==> config.mk <==
export PLATFORM = sky130hd
export DESIGN_NAME = data_mem_arbiter
export DESIGN_NICKNAME = d
export VERILOG_FILES = /design/src/rtl/data_mem_arbiter.sv
export SDC_FILE = /design/constraint.sdc
export NUM_CORES = 1
export LEC_CHECK = 0
export ABC_AREA = 1
export ABC_CLOCK_PERIOD_IN_PS = 4200
export CAP_MARGIN = 5
export CORE_AREA = 2 2 203 205
export CTS_CLUSTER_DIAMETER = 40
export CTS_CLUSTER_SIZE = 24
export DETAILED_ROUTE_END_ITERATION = 16
export DIE_AREA = 0 0 205 207
export HOLD_SLACK_MARGIN = 0.12
export SLEW_MARGIN = 20
export SYNTH_ARGS = -nofsm -noshare
export SYNTH_HDL_FRONTEND = slang
export SYNTH_SLANG_ARGS = --single-unit
==> constraint.sdc <==
create_clock -name iCLK -period 4.2 [get_ports iCLK]
set_clock_uncertainty 0.05 [all_clocks]
set_input_delay 0.63 -clock iCLK [delete_from_list [all_inputs] [get_ports iCLK]]
set_output_delay 0.63 -clock iCLK [all_outputs]
set_load 0.02 [all_outputs]
==> src/rtl/data_mem_arbiter.sv <==
// Two-port round-robin arbiter in front of a single-ported data memory.
// Only one transaction is in flight; addresses at or above SYS_LIMIT fault without touching memory.
`timescale 1ns/1ps
module data_mem_arbiter #(
  parameter logic [63:0] USER_LIMIT = 64'h0000_4000,
  parameter logic [63:0] SYS_LIMIT  = 64'h0000_4800
) (
  input  logic        iCLK,
  input  logic        iRST_n,
  input  logic        iReqA,
  input  logic        iWeA,
  input  logic [63:0] iAddrA,
  input  logic [63:0] iWDataA,
  output logic        oAckA,
  output logic        oErrA,
  input  logic        iReqB,
  input  logic        iWeB,
  input  logic [63:0] iAddrB,
  input  logic [63:0] iWDataB,
  output logic        oAckB,
  output logic        oErrB,
  output logic [63:0] oRData,
  output logic [63:0] oMemAddress,
  output logic [63:0] oMemWriteData,
  output logic        oMemRead,
  output logic        oMemWrite,
  input  logic [63:0] iMemData,
  output logic        oBusy
);

  typedef enum logic [1:0] {IDLE, ISSUE, RWAIT, DONE} stateT;

  stateT       state, nextState;
  logic        lastB, grantB, weLat, faultLat;
  logic [63:0] addrLat, wDataLat, rDataReg;
  logic        pickB, inUser, inSys, addrOk;

  assign oMemAddress   = addrLat;
  assign oMemWriteData = wDataLat;
  assign oRData        = rDataReg;

  // Contention goes to whichever port was not served last.
  always_comb begin
    pickB  = iReqB && !(iReqA && lastB);
    inUser = addrLat < USER_LIMIT;
    inSys  = (addrLat >= USER_LIMIT) && (addrLat < SYS_LIMIT);
    addrOk = inUser || inSys;
  end

  always_comb begin
    nextState = state;
    oMemRead  = 1'b0;
    oMemWrite = 1'b0;
    oAckA     = 1'b0;
    oAckB     = 1'b0;
    oErrA     = 1'b0;
    oErrB     = 1'b0;
    oBusy     = (state != IDLE);
    case (state)
      IDLE: begin
        if (iReqA || iReqB) nextState = ISSUE;
      end
      ISSUE: begin
        if (addrOk) begin
          oMemWrite = weLat;
          oMemRead  = !weLat;
        end
        nextState = (addrOk && !weLat) ? RWAIT : DONE;
      end
      RWAIT: begin
        nextState = DONE;
      end
      DONE: begin
        oAckA     = !grantB;
        oAckB     = grantB;
        oErrA     = !grantB && faultLat;
        oErrB     = grantB && faultLat;
        nextState = IDLE;
      end
      default: nextState = IDLE;
    endcase
  end

  always_ff @(posedge iCLK) begin
    if (!iRST_n) begin
      state    <= IDLE;
      lastB    <= 1'b1;
      grantB   <= 1'b0;
      weLat    <= 1'b0;
      faultLat <= 1'b0;
      addrLat  <= '0;
      wDataLat <= '0;
      rDataReg <= '0;
    end else begin
      state <= nextState;
      case (state)
        IDLE: begin
          if (iReqA || iReqB) begin
            grantB   <= pickB;
            addrLat  <= pickB ? iAddrB : iAddrA;
            wDataLat <= pickB ? iWDataB : iWDataA;
            weLat    <= pickB ? iWeB : iWeA;
            faultLat <= 1'b0;
          end
        end
        ISSUE:   faultLat <= !addrOk;
        RWAIT:   rDataReg <= iMemData;
        DONE:    lastB    <= grantB;
        default: ;
      endcase
    end
  end

endmodule

# Word level (Yosys, flattened, before mapping)
# Index checks and enable logic that the tools add are counted.
# word_totals
register_bits	198
elab_cells	48
rom_bits	0
ramBits	0
out_inout_bits	199
input_bits	326
latch_bits	0
memories	0
# classes
eq_ne	4
addsub	0
n_reduce_logical	17
n_mux	16
mul	0
bitwise_logic	0
div_mod_pow	0
shift	0
n_lt_le_gt_ge	3
# op_table
op	n
64-bit by 15-bit less-than comparator with 1-bit output, second input constant	2
64-bit two-way mux	2
64-bit by 15-bit greater-or-equal comparator with 1-bit output, second input constant	1
1-bit two-way mux	11
2-bit one-hot mux with 4 select lines	1
1-bit logical AND	6
2-bit == test, second input constant	2
1-bit logical NOT	4
2-bit AND reduction	2
2-bit nonzero test	2
2-bit by 1-bit == test with 1-bit output, second input constant	1
2-bit logical NOT	1
1-bit logical OR	2
2-bit two-way mux	1
2-bit inequality test, second input constant	1
1-bit one-hot mux with 2 select lines	1

# Longest topological paths before layout
# Gate-level depths: netlist of the first run.
# depth
depth_word	6
depth_mapped	8
depth_no_buf	8

# Worst setup path after synthesis of the first run
# No wires, ideal clock.
# synth_path
path_type	flip-flop to output port
from	reg addrLat[63], in the netlist oMemAddress[63]
to	out oMemWrite
slack_ns	2.057
arrival_time_ns	1.463
path_buffers	0
path_stages_with_launch	7
cell_sequence	dfxtp_1 -> or2_2 -> nor2_1 -> nand2_1 -> nor2_1 -> nand2_1 -> nor3_1
# synth_via
elab_chain_len	5
elab_cells_between_ends	7
classes_between	order compare: 3; mux: 2; reduce/logical: 2
# synth_lines
element	line	rtl
start: declaration	35	logic [63:0] addrLat, wDataLat, rDataReg;
start signal: assignment	100	addrLat <= pickB ? iAddrB : iAddrA;
64-bit by 15-bit greater-or-equal comparator with 1-bit output or 64-bit by 15-bit less-than comparator with 1-bit output (tied branches)	46	inSys = (addrLat >= USER_LIMIT) && (addrLat < SYS_LIMIT);
1-bit logical AND	46	
1-bit logical OR *	47	addrOk = inUser || inSys;
1-bit two-way mux *	64	if (addrOk) begin
1-bit two-way mux *	59	case (state)
end: declaration	26	output logic oMemWrite,
# Mark *: on every way between the ends. The rest lies on a longest branch, timed or not.

# Worst setup path after layout of the first run
# layout_path
from	reg addrLat[63], in the netlist oMemAddress[63]
to	out oMemRead
# layout_via
elab_chain_len	5
elab_cells_between_ends	7
classes_between	order compare: 3; mux: 2; reduce/logical: 2
# layout_lines
element	line	rtl
64-bit by 15-bit greater-or-equal comparator with 1-bit output or 64-bit by 15-bit less-than comparator with 1-bit output (tied branches)	46	
1-bit logical AND	46	
1-bit logical OR *	47	
1-bit two-way mux *	64	
1-bit two-way mux *	59	
end: declaration	25	output logic oMemRead,
# Marked as above.

==> qor.txt, run 1 <==
Total CTS buffers -> 17
Leakage -> 5.53 nW
Cell Area, Synth -> 0.00808 mm^2
YS warnings -> 0
Tcrit/Tclk final -> 0.758
Slowest stage cell, crit path -> clkdlybuf4s50_1
Overall power -> 9.35 mW
Clock latency on the worst-skew pair -> 0.46 ns
GRT Total Usage -> 0.158
Hold Buf Count CTS -> 0
RSZ-0062 raised after global routing -> false
Max Slew Vio Count -> 0
First-pass GRT wire length -> 51800 um
Vias -> 9225
Max_cap viols -> 0
CP dominant cell by count -> nor2_1
Critical path startpoint category -> register
CTS tree -> built
Largest area contributor in the netlist -> dfxtp_1
I/O pin count -> 525
DRT iter0 DRCs -> 623
Placer Congestion -> 0.857
Seq/Total Area, Yosys -> 0.491
Residual DRC count -> 0
Slew @ Worst Pin -> 0.805 ns
Post-CTS setup buffers -> 0
CP max FO -> 3
Pin count of the biggest net entering global routing -> 99
Nets -> 1891
Slowest Stage Delay on Critical Path -> 0.63 ns
Hold Slack -> 0.452 ns
Post-synth top area share -> 0.491
Number of gates resized after CTS -> 0
CP required -> 3.52 ns
Total gr overflow -> 0
Synth cell types -> 22
Die Wd -> 205 um
Share of cells above drive strength 1 -> 0.0362
Sink Count -> 198
Routed Antenna Nets -> 0
Placed cell area -> 0.0137 mm^2
CP cell instances -> or2_2 -> nor2_1 -> nand2_1 -> nor2_1 -> nand3_1 -> nor2_1 -> clkdlybuf4s50_1
Synth cell count leaders -> nand2_1 (282), dfxtp_1 (198), o21ai_0 (175), nor2_1 (162), a31oi_1 (129)
Final hold violation count -> 0
Initial Util -> 0.200
Crit path DAT -> 2.50 ns
Synth top area cells -> dfxtp_1 (49%), nand2_1 (13%), o21ai_0 (11%)
Die Footprint -> 0.0424 mm^2
Final setup viols -> 0
Final Instance Area -> 0.0143 mm^2
HPWL after DPL -> 25400 um
Ant. Diodes -> 0
Mean Syn Cell Area -> 7.39 um^2
Fmax -> 314 MHz
CTS H-tree depth -> 4
Initial antenna violation count -> 0
Area Growth Syn to Fin -> 77.2%
Post-DR vias/cell -> 4.38
Row count -> 74
WS Path Type -> register to primary output
PortBufs -> 524
Routed len/inst -> 16.4 um
EDFF count, synth -> 0
Die H -> 207 um
Nature of the critical path endpoint -> primary output
Post-layout min period -> 3.18 ns
Max VDD drop -> 305 uV
Core area -> 0.0404 mm^2
Synth Instances -> 1093
Max transition margin -> 0.463
Detailed Route WL -> 34500 um
Ys async rst share -> 0
Register bit total from synthesis -> 198
CTS max path bufs -> 2
Top-count cell post-synth -> nand2_1
Outcome -> finished, final reports clean
HP Class -> register to register
Main flop type after synthesis -> dfxtp_1
Pwr Density -> 653 mW/mm^2
Vias in the first global route -> 9012
Synth Net Count -> 1423
Setup TNS -> 0 ns
Clock Root Buffer -> clkbuf_16
Filler cell count -> 4279
Drt first pass iters -> 5
Worst-path clk slew -> 0.07 ns
[critical path: cells and delay by family (launching register included)]
kind,cells,cell delay [ns]
flops,1,0.32
buf+inv,1,0.63
simple gates,6,1.09
[state kept, by name, summed over array words and instances, names as in the netlist]
register and flops:
state 2, lastB 1, oRData 64, oMemAddress 64, oMemWriteData 64, weLat 1
faultLat 1, grantB 1
[routing by layer]
metal  up-vias  global-route usage  wire, um
met5         -                   0         0
li1       4614                   -         -
met2       387               0.271     16700
met3        45              0.0492      2810
met1      4179               0.181     14000
met4         0              0.0608       924
[cell type report]
cell class              instances  area, um^2  share of cell area
multi-input cells             788        3600               0.251
inverters                      16        67.6             0.00472
repair buffers                540        5410               0.378
flip-flops and latches        198        3960               0.277
clock inverters                15         185              0.0129
clock buffers                  17         425              0.0297
well taps                     532         666              0.0465
[layout by cell type (no fill, tap or decap), types with 2 or more instances in the layout]
cell type	netlist	final
a31oi_1	129	129
ha_1	4	3
clkbuf_16	0	17
nor3_1	4	4
inv_1	12	12
buf_4	17	13
inv_2	4	2
o21ai_0	175	175
clkdlybuf4s50_1	0	523
inv_6	0	6
nand3_1	3	3
buf_12	0	4
nor2_1	162	162
o21ai_1	20	20
bufinv_16	0	2
nand2_1	282	282
dfxtp_1	198	198
inv_8	0	3
a21oi_1	5	5
clkinv_4	0	3
[worst paths after layout]
check	start	end	slack (ns)	cells after the start
worst max-delay path	oMemAddress[63]	oMemRead	1.02	7
worst min-delay path	oRData[20]	oRData[20]	0.45	2
worst max register to register	state[0]	oMemWriteData[3]	1.92	7
worst min register to register	oRData[20]	oRData[20]	0.45	2
[where the power goes]
part	switching [mW]	internal, mW	leakage [nW]
sequential	0.418	2.61	1.64
combinational	2.57	2.00	3.59
clock	0.845	0.907	0.302
total	3.83	5.52	5.53
[cells by family (layout without fill, tap and decap cells)]
kind of cell	after synthesis	in the layout	share of synthesized area
DFF	198	198	0.491
and+or+nand+nor	452	452	0.211
adders and majority gates	4	4	0.00619
buffers and inverters	107	588	0.0641
AOI/OAI and AO/OA	332	332	0.228
[per-stage QoR]
step | instances | utilization | worst slack [ns]
finish | 2106 | 0.355 | 1.02
global route | 2106 | 0.355 | 0.694
CTS | 2106 | 0.355 | 0.814
detailed placement | 2074 | 0.340 | 1.34
global placement | 2074 | 0.340 | 1.37
floorplan | 1093 | - | 2.06
No activity file was read; power rests on OpenSTA's default activity.
==> run 2, diff against run 1 <==
- ABC_CLOCK_PERIOD_IN_PS: 4200 -> 2600
- CORE_AREA: 2 2 203 205 -> 2 2 202 204
- DIE_AREA: 0 0 205 207 -> 0 0 204 206
- clock period: 4.2 -> 2.6 ns (I/O delays scaled with it)
==> run 2 against run 1 <==
Register-to-register slack got worse by 1.2 ns; combinational power up 61%; global-route usage fell by 0.49 points; routed wire length fell by 2.1%; count of clock-buffer cells in the layout is 4 higher; clock power up 54%; sequential share of layout area hardly changed; power is 60% higher; largest cell class unchanged.
==> qor.txt, run 2 (synthesis results as in run 1) <==
Most frequent cells in the layout -> clkdlybuf4s50_1 (520), nand2_1 (282), dfxtp_1 (198) (was clkdlybuf4s50_1 (523), nand2_1 (282), dfxtp_1 (198))
Slowest Stage Delay on Critical Path -> 0.63 ns (about the same)
Hold Buf Count CTS -> 0 (unchanged)
Max_cap viols -> 0 (unchanged)
GRT Total Usage -> 0.153 (was 0.158)
Outcome -> finished, final reports clean (unchanged)
Met1 wire length -> 14000 um (about the same)
Hold Slack -> 0.240 ns (was 0.452 ns)
WL met3 -> 2820 um (was 2810 um)
HP Start -> iRST_n (was oRData[20])
CTS max path bufs -> 2 (unchanged)
HPWL after DPL -> 24500 um (was 25400 um)
Most common cell after layout, fill and taps aside -> clkdlybuf4s50_1 (unchanged)
CTS H-tree depth -> 4 (unchanged)
CP max FO -> 5 (was 3)
Routed Antenna Nets -> 0 (unchanged)
Core area -> 0.0402 mm^2 (was 0.0404 mm^2)
Clock Root Buffer -> clkbuf_16 (unchanged)
Sink Count -> 198 (unchanged)
Area Growth Syn to Fin -> 77.1% (was 77.2%)
Hold depth -> 3 (was 2)
Fmax -> 413 MHz
Tcrit/Tclk final -> 0.931
Top Metal Used -> met4 (unchanged)
PortBufs -> 524 (unchanged)
I/O pin count -> 525 (unchanged)
Leakage -> 5.53 nW (about the same)
First-pass GRT wire length -> 49400 um (was 51800 um)
Nature of the critical path endpoint -> primary output (unchanged)
Critical path startpoint category -> register (unchanged)
Crit Reg-Reg Endpoint -> oRData[26] (was oMemWriteData[3])
Vias in the first global route -> 8730 (was 9012)
Max VDD drop -> 454 uV (was 305 uV)
Total gr overflow -> 0 (unchanged)
Placer Congestion -> 0.835 (was 0.857)
Final hold violation count -> 0 (unchanged)
Pwr Density -> 1040 mW/mm^2 (was 653 mW/mm^2)
Total CTS buffers -> 17 (unchanged)
Nets -> 1891 (unchanged)
Slowest stage cell, crit path -> clkdlybuf4s50_1 (unchanged)
Worst-path clk slew -> 0.08 ns (was 0.07 ns)
CTS tree -> built (unchanged)
Clock latency on the worst-skew pair -> 0.46 ns (about the same)
Die Footprint -> 0.0420 mm^2 (was 0.0424 mm^2)
Origin of the worst setup path -> state[0] (was oMemAddress[63])
Worst reg2reg path depth -> 6 (was 7)
Post-layout min period -> 2.42 ns
Met2 WL -> 16000 um (was 16700 um)
Share of cells above drive strength 1 -> 0.0362 (unchanged)
Critical R2R Launch -> state[0] (unchanged)
Reg2reg setup slack -> 0.69 ns (was 1.92 ns)
CP endpoint -> oBusy (was oMemRead)
Final setup viols -> 0 (unchanged)
Vias -> 9286 (was 9225)
RSZ-0062 raised after global routing -> false (unchanged)
Slew @ Worst Pin -> 0.608 ns (was 0.805 ns)
Routed len/inst -> 16.0 um (was 16.4 um)
Die H -> 206 um (was 207 um)
CP cell instances -> inv_1 -> ha_1 -> inv_1 -> clkdlybuf4s50_1 (was or2_2 -> nor2_1 -> nand2_1 -> nor2_1 -> nand3_1 -> nor2_1 -> clkdlybuf4s50_1)
WS Path Type -> register to primary output (unchanged)
Max Slew Vio Count -> 0 (unchanged)
Post-DR vias/cell -> 4.41 (was 4.38)
Die Wd -> 204 um (was 205 um)
Crit path DAT -> 1.98 ns (was 2.50 ns)
Detailed Route WL -> 33800 um (was 34500 um)
Row count -> 74 (unchanged)
Pin count of the biggest net entering global routing -> 102 (was 99)
HP Class -> input port to register (was register to register)
Residual DRC count -> 0 (unchanged)
CP dominant cell by count -> inv_1 (was nor2_1)
Max transition margin -> 0.595 (was 0.463)
DRT iter0 DRCs -> 469 (was 623)
Initial antenna violation count -> 1 (was 0)
Setup TNS -> 0 ns (unchanged)
Initial Util -> 0.201 (was 0.200)
Drt first pass iters -> 4 (was 5)
CP required -> 2.16 ns (was 3.52 ns)
## run 2: critical path: cells and delay by family, from the launching register on
family	cells	cell delay [ns]
adders and majority gates	1	0.27
buffers and inverters	3	0.83
DFF	1	0.41
## run 2: layout make-up
type,count,area (um^2)
Inverter,16,67.6
Multi-Input combinational cell,788,3600
Clock inverter,11,116
Antenna cell,1,2.50
Tap cell,532,666
Clock buffer,21,460
Fill cell,4218,25900
Timing Repair Buffer,540,5430
Sequential cell,198,3960
## run 2: how the worst min path moves through the flow
stage                     slack [ns]                to
after floorplan                 0.41            grantB
after global placement          0.43         oRData[2]
after detailed placement        0.43        oRData[19]
after CTS                       0.20  oMemWriteData[9]
after global routing            0.21  oMemWriteData[9]
final                           0.24  oMemWriteData[9]
## run 2: metrics by stage
stage | setup WS, ns | cells | util | power (mW) | area (um^2)
6_report | 0.181 | 2107 | 0.356 | 14.9 | 14300
5_1_grt | 0.00257 | 2106 | 0.356 | 15.9 | 14300
4_1_cts | 0.00287 | 2106 | 0.356 | 15.1 | 14300
3_5_place_dp | 0.243 | 2074 | 0.342 | 12.3 | 13700
3_3_place_gp | 0.239 | 2074 | 0.342 | 12.3 | 13700
2_1_floorplan | 0.697 | 1093 | - | 8.69 | 8080
## run 2: where the power goes
group | internal (mW) | total [mW] | switching (mW)
registers | 4.22 | 4.89 | 0.672
logic | 3.23 | 7.34 | 4.12
clock network | 1.39 | 2.69 | 1.30
total | 8.84 | 14.9 | 6.09
## run 2: what timing repair did
action,CTS,global route
setup endpoints to repair,2,3
gates cloned,0,0
resized for setup,4,5
setup buffers,0,0
## run 2: metal layers
metal  GRT usage  vias to the layer above
met5           0                        -
met4      0.0626                        0
met3      0.0533                       46
met2       0.255                      391
met1       0.178                     4240
li1            -                     4609
==> run 3, diff against run 2 <==
- HOLD_SLACK_MARGIN: 0.12 -> unset
==> results of run 3 <==
No change in the layout: final DEF, timing and power equal those of run 2.
